[src/rtl/calc_pkg.sv]
// Shared opcode, flag, state and command definitions for the calculator sequencer.
// Also holds the rule that turns raw ALU output into a (data, flag, err) result.
package calc_pkg;

   localparam logic [3:0] OP_ADD  = 4'h0;
   localparam logic [3:0] OP_SUB  = 4'h1;
   localparam logic [3:0] OP_MUL  = 4'h2;
   localparam logic [3:0] OP_DIV  = 4'h3;
   localparam logic [3:0] OP_SHL  = 4'h4;
   localparam logic [3:0] OP_SHR  = 4'h5;
   localparam logic [3:0] OP_AND  = 4'h6;
   localparam logic [3:0] OP_OR   = 4'h7;
   localparam logic [3:0] OP_XOR  = 4'h8;
   localparam logic [3:0] OP_XNOR = 4'h9;
   localparam logic [3:0] OP_NAND = 4'hA;
   localparam logic [3:0] OP_NOR  = 4'hB;

   localparam int FLG_CARRY = 1;
   localparam int FLG_OVF   = 2;
   localparam int FLG_LT    = 3;

   typedef enum logic [1:0] {
      IDLE = 2'd0,
      EXEC = 2'd1,
      RESP = 2'd2
   } state_t;

   typedef struct packed {
      logic [3:0] sel;
      logic [7:0] a;
      logic [7:0] b;
      logic       use_acc;
   } cmd_t;

   typedef struct packed {
      logic [7:0] data;
      logic [3:0] flag;
      logic       err;
   } res_t;

   function automatic logic op_valid(input logic [3:0] sel);
      logic ok;
      case (sel)
         OP_ADD, OP_SUB, OP_MUL, OP_DIV, OP_SHL, OP_SHR,
         OP_AND, OP_OR, OP_XOR, OP_XNOR, OP_NAND, OP_NOR: ok = 1'b1;
         default:                                         ok = 1'b0;
      endcase
      return ok;
   endfunction

   // Invalid opcodes and divide-by-zero override whatever the ALU produced.
   function automatic res_t resolve_result(input logic [3:0] sel,
                                           input logic [7:0] b,
                                           input logic [7:0] alu_out,
                                           input logic [3:0] alu_flag);
      res_t r;
      r.data = alu_out;
      r.flag = alu_flag;
      r.err  = 1'b0;
      if (!op_valid(sel)) begin
         r.data = 8'h00;
         r.flag = 4'h0;
         r.err  = 1'b1;
      end else if (sel == OP_DIV && b == 8'h00) begin
         r.data = 8'hFF;
         r.flag = 4'h0;
         r.err  = 1'b1;
      end
      return r;
   endfunction

endpackage

[src/rtl/calc_cmd_fifo.sv]
// Synchronous command FIFO; pointers wrap modulo DEPTH, count is one bit wider
// than the pointers so full and empty are unambiguous.
module calc_cmd_fifo
   import calc_pkg::*;
#(
   parameter int DEPTH = 4,
   parameter int AW    = 2
) (
   input  logic clk,
   input  logic rst_n,
   input  logic push_i,
   input  cmd_t push_data_i,
   input  logic pop_i,
   output cmd_t pop_data_o,
   output logic full_o,
   output logic empty_o
);

   localparam logic [AW:0] FULL_CNT = (AW+1)'(DEPTH);

   cmd_t          mem_q [DEPTH];
   logic [AW-1:0] wr_ptr_q, wr_ptr_d;
   logic [AW-1:0] rd_ptr_q, rd_ptr_d;
   logic [AW:0]   count_q, count_d;
   logic          do_push, do_pop;

   assign full_o     = (count_q == FULL_CNT);
   assign empty_o    = (count_q == '0);
   assign do_push    = push_i && !full_o;
   assign do_pop     = pop_i && !empty_o;
   assign pop_data_o = mem_q[rd_ptr_q];

   always_comb begin
      wr_ptr_d = wr_ptr_q;
      rd_ptr_d = rd_ptr_q;
      count_d  = count_q;
      if (do_push) wr_ptr_d = wr_ptr_q + AW'(1);
      if (do_pop)  rd_ptr_d = rd_ptr_q + AW'(1);
      case ({do_push, do_pop})
         2'b10:   count_d = count_q + (AW+1)'(1);
         2'b01:   count_d = count_q - (AW+1)'(1);
         default: count_d = count_q;
      endcase
   end

   always_ff @(posedge clk) begin
      if (!rst_n) begin
         wr_ptr_q <= '0;
         rd_ptr_q <= '0;
         count_q  <= '0;
      end else begin
         wr_ptr_q <= wr_ptr_d;
         rd_ptr_q <= rd_ptr_d;
         count_q  <= count_d;
      end
   end

   // Storage needs no reset: the count alone decides which entries are live.
   always_ff @(posedge clk) begin
      if (do_push) mem_q[wr_ptr_q] <= push_data_i;
   end

endmodule

[src/rtl/calc_seq_ctrl.sv]
// Command sequencer in front of the 8-bit calculator ALU: queues commands, issues
// one at a time, registers the result and keeps an accumulator for chaining.
module calc_seq_ctrl
   import calc_pkg::*;
#(
   parameter int DEPTH = 4,
   parameter int AW    = 2
) (
   input  logic       clk,
   input  logic       rst_n,
   input  logic       cmd_valid,
   output logic       cmd_ready,
   input  logic [3:0] cmd_sel,
   input  logic [7:0] cmd_a,
   input  logic [7:0] cmd_b,
   input  logic       cmd_use_acc,
   output logic [7:0] alu_a,
   output logic [7:0] alu_b,
   output logic [3:0] alu_sel,
   input  logic [7:0] alu_out,
   input  logic [3:0] alu_flag,
   output logic       res_valid,
   input  logic       res_ready,
   output logic [7:0] res_data,
   output logic [3:0] res_flag,
   output logic       res_err,
   output logic [7:0] acc,
   output logic       busy,
   output state_t     dbg_state
);

   // Both ports: a transfer happens on a posedge where valid && ready; once valid
   // is raised the payload is held stable until that transfer.

   state_t     state_q, state_d;
   logic [7:0] op_a_q, op_a_d;
   logic [7:0] op_b_q, op_b_d;
   logic [3:0] op_sel_q, op_sel_d;
   res_t       res_q, res_d, res_now;
   logic [7:0] acc_q, acc_d;

   cmd_t       cmd_in, fifo_head;
   logic       fifo_full, fifo_empty, fifo_pop;

   assign cmd_in = '{sel: cmd_sel, a: cmd_a, b: cmd_b, use_acc: cmd_use_acc};

   calc_cmd_fifo #(
      .DEPTH (DEPTH),
      .AW    (AW)
   ) u_fifo (
      .clk         (clk),
      .rst_n       (rst_n),
      .push_i      (cmd_valid),
      .push_data_i (cmd_in),
      .pop_i       (fifo_pop),
      .pop_data_o  (fifo_head),
      .full_o      (fifo_full),
      .empty_o     (fifo_empty)
   );

   assign res_now = resolve_result(op_sel_q, op_b_q, alu_out, alu_flag);

   always_comb begin
      state_d  = state_q;
      op_a_d   = op_a_q;
      op_b_d   = op_b_q;
      op_sel_d = op_sel_q;
      res_d    = res_q;
      acc_d    = acc_q;
      fifo_pop = 1'b0;
      case (state_q)
         IDLE: begin
            if (!fifo_empty) begin
               fifo_pop = 1'b1;
               op_a_d   = fifo_head.use_acc ? acc_q : fifo_head.a;
               op_b_d   = fifo_head.b;
               op_sel_d = fifo_head.sel;
               state_d  = EXEC;
            end
         end
         EXEC: begin
            res_d = res_now;
            if (!res_now.err) acc_d = res_now.data;
            state_d = RESP;
         end
         RESP: begin
            if (res_ready) state_d = IDLE;
         end
         default: state_d = IDLE;
      endcase
   end

   always_ff @(posedge clk) begin
      if (!rst_n) begin
         state_q  <= IDLE;
         op_a_q   <= '0;
         op_b_q   <= '0;
         op_sel_q <= '0;
         res_q    <= '0;
         acc_q    <= '0;
      end else begin
         state_q  <= state_d;
         op_a_q   <= op_a_d;
         op_b_q   <= op_b_d;
         op_sel_q <= op_sel_d;
         res_q    <= res_d;
         acc_q    <= acc_d;
      end
   end

   // The op registers drive the ALU directly, so they hold the last issue outside EXEC.
   assign alu_a     = op_a_q;
   assign alu_b     = op_b_q;
   assign alu_sel   = op_sel_q;
   assign cmd_ready = !fifo_full;
   assign res_valid = (state_q == RESP);
   assign res_data  = res_q.data;
   assign res_flag  = res_q.flag;
   assign res_err   = res_q.err;
   assign acc       = acc_q;
   assign busy      = (state_q != IDLE) || !fifo_empty;
   assign dbg_state = state_q;

   a_res_stable: assert property (@(posedge clk) disable iff (!rst_n)
      res_valid && !res_ready |=> res_valid && $stable({res_data, res_flag, res_err}));

   a_full_blocks: assert property (@(posedge clk) disable iff (!rst_n)
      fifo_full |-> !cmd_ready);

endmodule

[config.mk]
export PLATFORM = sky130hd
export DESIGN_NAME = calc_seq_ctrl
export DESIGN_NICKNAME = d
export VERILOG_FILES = /design/src/rtl/calc_pkg.sv /design/src/rtl/calc_cmd_fifo.sv /design/src/rtl/calc_seq_ctrl.sv
export SDC_FILE = /design/constraint.sdc
export NUM_CORES = 1
export LEC_CHECK = 0
export ABC_AREA = 1
export CAP_MARGIN = 40
export CORE_MARGIN = 10
export CORE_UTILIZATION = 48
export CTS_CLUSTER_DIAMETER = 40
export CTS_CLUSTER_SIZE = 12
export DETAILED_ROUTE_END_ITERATION = 7
export PLACE_DENSITY = 0.83
export SLEW_MARGIN = 20
export SYNTH_ARGS = -nofsm -noshare
export SYNTH_HDL_FRONTEND = slang
export SYNTH_HIERARCHICAL = 1
export SYNTH_SLANG_ARGS = --single-unit
[constraint.sdc]
create_clock -name clk -period 2.09 [get_ports clk]
set_input_delay 0.209 -clock clk [delete_from_list [all_inputs] [get_ports clk]]
set_output_delay 0.209 -clock clk [all_outputs]
set_load 0.01 [all_outputs]
==> metrics.txt <==
outcome=completed; wire per inst=17.2 um; final period demand of the worst path=1960 ps; wire length reported by the detailed router=12.8 mm; hold crit path type=in2reg; number of cells produced by synthesis=506; max frequency=511 MHz; Nets=639; proportion of layout cells with a drive suffix above 1=0.110; most repeated library cell on the critical path=sky130_fd_sc_hd__nand2_1; sequential-to-total area share from yosys stat=0.657; highest ir drop seen on vdd=716 uV; total via count after detailed routing=3998; DRC violations left=0; total leakage power=2.65 nW; number of antenna violations at the first check in global routing=0; clock buffer count from CTS=17; Post-Synthesis Net Count=549; number of nets with antenna violations after detailed routing=0; capture instance of the worst register-to-register path=u_fifo/count_q[2]$_SDFFE_PN0P_; worst reg-to-reg path cell count=15; number of synthesized register bits=137; maximum number of pins on one net before global-route repair=43; Critical Path AT=2260 ps; Critical path destination=u_fifo/count_q[2]$_SDFFE_PN0P_; startpoint-to-endpoint class of the critical path=reg2reg; number of iterations in the first detailed-routing pass=5; Final Max Slew Viols=0; CTS max path bufs=2; Setup crit start kind=flop; CTS root buf=sky130_fd_sc_hd__clkbuf_16; maximum fanout along the worst path=4; clock sinks=137; die area=16000 um^2; post-synthesis cell type count=29; hold buffer count at CTS=0; clock-pin slew reported for the worst setup and hold paths after clock tree synthesis=60 ps; global-route wire length before repair=20.3 mm; synthesized cell area=5450 um^2; timing startpoint of the critical path=u_fifo/count_q[1]$_SDFFE_PN0P_; Period Utilization, post-route=0.936; cell type of the slowest stage on the worst timing path=sky130_fd_sc_hd__dfxtp_2; cell family with the largest share of critical-path delay=simple AND/OR/NAND/NOR gates; Setup-failing EPs final=0; max cap viols=0; RSZ-0062 raised after global routing=no; Initial Util=0.496; summed negative setup slack over all endpoints=0 ps; Synthesis Warnings=6; power density normalized to cell area=1420 nW/um^2; final core utilization=0.641; Tot GR Track Use=0.159; synth-to-layout area growth=29.1%; Die Span X=127 um; R2R setup slack=130 ps; Bufs and invs on worst path=4; Req. time, crit path=2400 ps; stages on the worst setup path=15; GRT overflow=0; worst hold path startpoint=alu_flag[2]; global placement routability congestion=0.862; number of cell rows=38; insertion delay of the later-clocked pin in the worst-skew pair=420 ps; Core Area=11000 um^2; Critical Path, Cell by Cell=nor2_4 > nand2_4 > inv_2 > nor3_4 > nand2_2 > inv_2 > ha_2 > inv_1 > fa_2 > inv_1 > nand2_1 > nand3_2 > nand2_1 > nand2_1 > nor2_1; worst slack on hold paths=377 ps; max incr delay on CP=370 ps; total half-perimeter wirelength after legalization and detailed placement=8.54 mm; antenna fix cells=0; Max transition margin=0.760; Die Y=127 um; TritonCTS clock tree=built; Clock Skews=8.96 ps; number of I/O port buffers=82; startpoint of the most critical register-to-register path=u_fifo/count_q[1]$_SDFFE_PN0P_; Post-Syn Area per Cell=10.8 um^2; top-level port count=83; Crit. End Element=flop; vias in the first global route=4005; Slew @ Worst Pin=360 ps; final hold viol count=0; count of routing violations after the opening detailed-route iteration=374; H-tree Lvls=4; via-per-instance ratio=5.34
==> flip-flops by register name (all words and copies together) (netlist names), named ones only <==
register / count
alu_a: 8
res_err: 1
u_fifo/mem_q: 84
res_data: 8
u_fifo/count_q: 3
u_fifo/wr_ptr_q: 2
alu_b: 8
alu_sel: 4
dbg_state: 2
res_flag: 4
u_fifo/rd_ptr_q: 2
acc: 8
==> layout make-up <==
type                    instances  area, um^2
flip-flops and latches        137        3590
repair buffers                 96         963
clock inverters                13         179
fillers                       793        3950
well taps                     140         175
multi-input cells             308        1560
inverters                      36         140
clock buffers                  18         429
==> cells in the final DEF (no fill, tap or decap), types with 4 or more instances in the layout <==
| cell | synthesis | routed |
|---|---|---|
| sky130_fd_sc_hd__o21ai_1 | 23 | 23 |
| sky130_fd_sc_hd__dfxtp_1 | 53 | 50 |
| sky130_fd_sc_hd__o22ai_1 | 21 | 21 |
| sky130_fd_sc_hd__clkinvlp_4 | 0 | 5 |
| sky130_fd_sc_hd__clkdlybuf4s50_1 | 0 | 82 |
| sky130_fd_sc_hd__o21ai_0 | 46 | 46 |
| sky130_fd_sc_hd__edfxtp_1 | 84 | 84 |
| sky130_fd_sc_hd__mux2i_1 | 8 | 8 |
| sky130_fd_sc_hd__inv_1 | 29 | 28 |
| sky130_fd_sc_hd__nor2_1 | 99 | 99 |
| sky130_fd_sc_hd__a21oi_1 | 26 | 26 |
| sky130_fd_sc_hd__clkbuf_16 | 0 | 17 |
| sky130_fd_sc_hd__nand3_1 | 17 | 16 |
| sky130_fd_sc_hd__ha_1 | 5 | 4 |
| sky130_fd_sc_hd__nand2_1 | 49 | 49 |
| sky130_fd_sc_hd__inv_2 | 5 | 6 |
| sky130_fd_sc_hd__buf_4 | 3 | 11 |
| sky130_fd_sc_hd__bufinv_16 | 0 | 4 |
==> worst min-delay path by stage <==
stage / to / slack, ps / depth (start not counted)
floorplan: u_fifo/mem_q[0][0]$_DFFE_PP_ / 310 / 0
finish: res_flag[2]$_SDFFE_PN0P_ / 380 / 3
CTS: res_flag[1]$_SDFFE_PN0P_ / 370 / 3
global route: res_flag[1]$_SDFFE_PN0P_ / 380 / 3
detailed placement: res_data[3]$_SDFFE_PN0P_ / 460 / 2
global placement: res_flag[2]$_SDFFE_PN0P_ / 450 / 2
==> power by group <==
part,switching [mW],internal [mW],leakage (nW)
Combinational,1.91,1.34,1.17
Sequential,0.329,3.38,1.21
Clock,1.07,1.97,0.279
==> worst register-to-register path, cell delays in order (launching register included) <==
cell                      delay, ps
sky130_fd_sc_hd__dfxtp_2        370
sky130_fd_sc_hd__nor2_4          60
sky130_fd_sc_hd__nand2_4         80
sky130_fd_sc_hd__inv_2           50
sky130_fd_sc_hd__nor3_4         170
sky130_fd_sc_hd__nand2_2         80
sky130_fd_sc_hd__inv_2           70
sky130_fd_sc_hd__ha_2           170
sky130_fd_sc_hd__inv_1           70
sky130_fd_sc_hd__fa_2           350
sky130_fd_sc_hd__inv_1           60
sky130_fd_sc_hd__nand2_1         70
sky130_fd_sc_hd__nand3_2         70
sky130_fd_sc_hd__nand2_1         70
sky130_fd_sc_hd__nand2_1         60
sky130_fd_sc_hd__nor2_1          40
==> kinds of logic after synthesis <==
kind of cell               share of synthesized area
AOI/OAI and AO/OA                              0.115
adders and majority gates                     0.0151
buffers and inverters                         0.0599
DFF                                            0.657
muxes                                         0.0147
and+or+nand+nor                                0.138
==> Yosys cell counts <==
cell type                  number  area (um^2)
sky130_fd_sc_hd__nand2_2        4         25.0
sky130_fd_sc_hd__and2_1         1         6.26
sky130_fd_sc_hd__o21ai_0       46          230
sky130_fd_sc_hd__nand3_1       17         85.1
sky130_fd_sc_hd__buf_6          9          101
sky130_fd_sc_hd__nor2_8         1         20.0
sky130_fd_sc_hd__nor3_2         1         10.0
sky130_fd_sc_hd__a21oi_1       26          130
sky130_fd_sc_hd__nor2_4         2         22.5
sky130_fd_sc_hd__o22ai_1       21          131
sky130_fd_sc_hd__clkbuf_2       1         5.00
sky130_fd_sc_hd__a21boi_4       1         18.8
sky130_fd_sc_hd__nand2_1       49          184
sky130_fd_sc_hd__buf_4          3         22.5
sky130_fd_sc_hd__nand2_4        2         22.5
sky130_fd_sc_hd__ha_1           5         62.6
sky130_fd_sc_hd__inv_6          1         8.76
sky130_fd_sc_hd__o21ai_1       23          115
sky130_fd_sc_hd__clkbuf_1       2         7.51
sky130_fd_sc_hd__clkinv_1       1         3.75
sky130_fd_sc_hd__fa_1           1         20.0
sky130_fd_sc_hd__inv_2          5         18.8
sky130_fd_sc_hd__dfxtp_1       53         1060
sky130_fd_sc_hd__nor2_2         1         6.26
sky130_fd_sc_hd__buf_2         10         50.1
sky130_fd_sc_hd__nor2_1        99          372
sky130_fd_sc_hd__inv_1         29          109
sky130_fd_sc_hd__edfxtp_1      84         2520
sky130_fd_sc_hd__mux2i_1        8         80.1
==> routing by layer <==
metal / vias up / track usage / wire length [um]
li1: 1916 / - / -
met1: 1891 / 0.175 / 5280
met2: 170 / 0.269 / 6230
met3: 21 / 0.0500 / 1100
met4: 0 / 0.0877 / 221
met5: - / 0 / 0
==> metrics by stage <==
stage | total power, mW | area (um^2) | setup WS (ps) | std cells
2_1_floorplan | 5.75 | 5460 | 2.51 | 506
3_3_place_gp | 6.77 | 6400 | 190 | 716
3_5_place_dp | 6.90 | 6400 | 87.9 | 716
4_1_cts | 9.98 | 7010 | 44.2 | 747
5_1_grt | 10.5 | 7040 | 25.1 | 748
6_report | 10.0 | 7040 | 134 | 748
==> repair_timing <==
item,in CTS,in global routing
hold endpoints to repair,0,0
gates resized for setup,0,8
setup buffers,0,1
setup endpoints to repair,0,1
No activity file was read; power rests on OpenSTA's default activity.
==> variant: new RTL, same settings <==
Reset style: asynchronous (`rst_n`), changed in 2 clocked blocks.
--- a/src/rtl/calc_cmd_fifo.sv
+++ b/src/rtl/calc_cmd_fifo.sv
@@ -43,7 +43,7 @@
       endcase
    end
 
-   always_ff @(posedge clk) begin
+   always_ff @(posedge clk or negedge rst_n) begin
       if (!rst_n) begin
          wr_ptr_q <= '0;
          rd_ptr_q <= '0;
--- a/src/rtl/calc_seq_ctrl.sv
+++ b/src/rtl/calc_seq_ctrl.sv
@@ -90,7 +90,7 @@
       endcase
    end
 
-   always_ff @(posedge clk) begin
+   always_ff @(posedge clk or negedge rst_n) begin
       if (!rst_n) begin
          state_q  <= IDLE;
          op_a_q   <= '0;
Check against the original RTL: differs if rst_n is asserted again (counterexample within 4 cycles, from zero or initial values and one cycle with rst_n low); with rst_n held inactive, the same outputs for 10 cycles.
==> variant against the original RTL <==
- wire length up 3.5%
- die area up 5.7%
- cell area up 6.0%
- total power up 18%
- synthesized area up 6.8%
- combinational power up 40%
- setup slack worse by 3.8 ps
- sequential cell count down 3
==> variant: results (changes against the original RTL) <==
[outcome]
status = completed

[sta]
finClkSkew_ps = 8.12  ; -0.833 ps

[drt]
post_drt_wl_per_cell_um = 16.7  ; -2.6%
wl_met2_mm = 6.44  ; +3.3%
wl_met1_mm = 5.35  ; +1.2%
viasPerCell = 5.11  ; -4.4%
first_iter_violations = 306  ; -18%
dr.pass1.iters = 4  ; -1

[setup_path]
crit_path_top_delay_cell = clkdlybuf4s50_1
crit_family = buffers and inverters
reg2reg_setup_slack_ps = 150  ; +20 ps
cp_data_arrival_time_ps = 1750  ; -510 ps
slowest_delay_ps = 490  ; +120 ps
crit_start = u_fifo/count_q[2]
crit_path_end = busy
rr_endpoint = u_fifo/count_q[2]

[pwr]
maxPowerGroup = combinational cells
p_clk_share_pct = 26.0  ; -4.4 points
vdd_ir_drop_max_v = 0.000686  ; -4.3%
pwr-share-comb_pct = 38.5  ; +6.0 points
p_int_mw = 7.52  ; +12%

[cells_and_area]
drive_above_1_share_pct = 12.4  ; +1.3 points
fillCellCount = 868  ; +9.5%
area_growth_pct = 28.1

[global_routing]
met2_usage_pct = 27.2  ; +0.34 points
grt_usage_pct = 16.3  ; +0.40 points
grt_pass1_vias = 4156  ; +3.8%
grt_use_met3_pct = 6.53  ; +1.5 points
grt_pass1_wl_mm = 21.3  ; +5.2%
met1_usage_pct = 18.1  ; +0.66 points
grt_max_degree = 63  ; +47%

[synth]
synth_commonest_cells = nand2_1 (199), edfxtp_1 (84), inv_1 (77)
synth_fp_nets = 584  ; +6.4%
yosysSeqAreaShare_pct = 64.8  ; -0.91 points
synth_area_leaders = edfxtp_1 (43%), dfrtp_1 (21%), nand2_1 (13%)
ys_types = 23  ; -21%
synth-async-reset-ratio_pct = 37.3  ; +37 points

[hold_path]
hold_path.class = in2async

-- variant: cell types whose count changed after synthesis, moves of 4 or more --
cell      delta
nand2_1    +150
o211ai_1    +15
dfrtp_1     +50
o21ai_0     -29
mux2i_1      -8
o21ai_1     -23
nand3_1      -4
a21oi_1     -26
dfxtp_1     -53
o22ai_1     -21
o211ai_2    +27
nor2_1      -85
nand4_1      +7
inv_1       +48
-- variant: through the flow --
| step | setup slack, ps | instances | total power, mW | utilization [%] | cell area [um^2] |
|---|---|---|---|---|---|
| floorplan | 35.3 | 541 | 6.94 | - | 5820 |
| global placement | 201 | 761 | 8.46 | 57.1 | 6820 |
| detailed placement | 96.6 | 761 | 8.70 | 57.1 | 6820 |
| CTS | 59.5 | 794 | 11.8 | 62.2 | 7450 |
| global route | 14.8 | 794 | 12.6 | 62.3 | 7460 |
| finish | 131 | 795 | 11.8 | 62.4 | 7460 |
-- variant: cell type report --
cell class	instances	share of cell area [%]
flip-flops and latches	134	50.6
multi-input cells	305	21.6
repair buffers	94	13.0
clock buffers	17	5.70
inverters	82	4.13
clock inverters	15	2.50
well taps	147	2.47
diodes	1	0.0336
-- variant: worst min-delay path by stage --
stage	cells after the start	slack [ps]	endpoint	start
after floorplan	0	-90	acc[0]	rst_n
after global routing	2	330	dbg_state[0]	rst_n
final	2	300	res_flag[2]	rst_n
after CTS	2	300	dbg_state[0]	rst_n
after global placement	1	190	dbg_state[0]	rst_n
after detailed placement	1	200	dbg_state[0]	rst_n
-- variant: logic make-up after synthesis --
kind of cell,after synthesis,synth area share (%)
buf+inv,102,7.74
compound gates,61,9.61
simple gates,237,16.3
fa+ha+maj,6,1.42
xor+xnor,1,0.150
flops,134,64.8
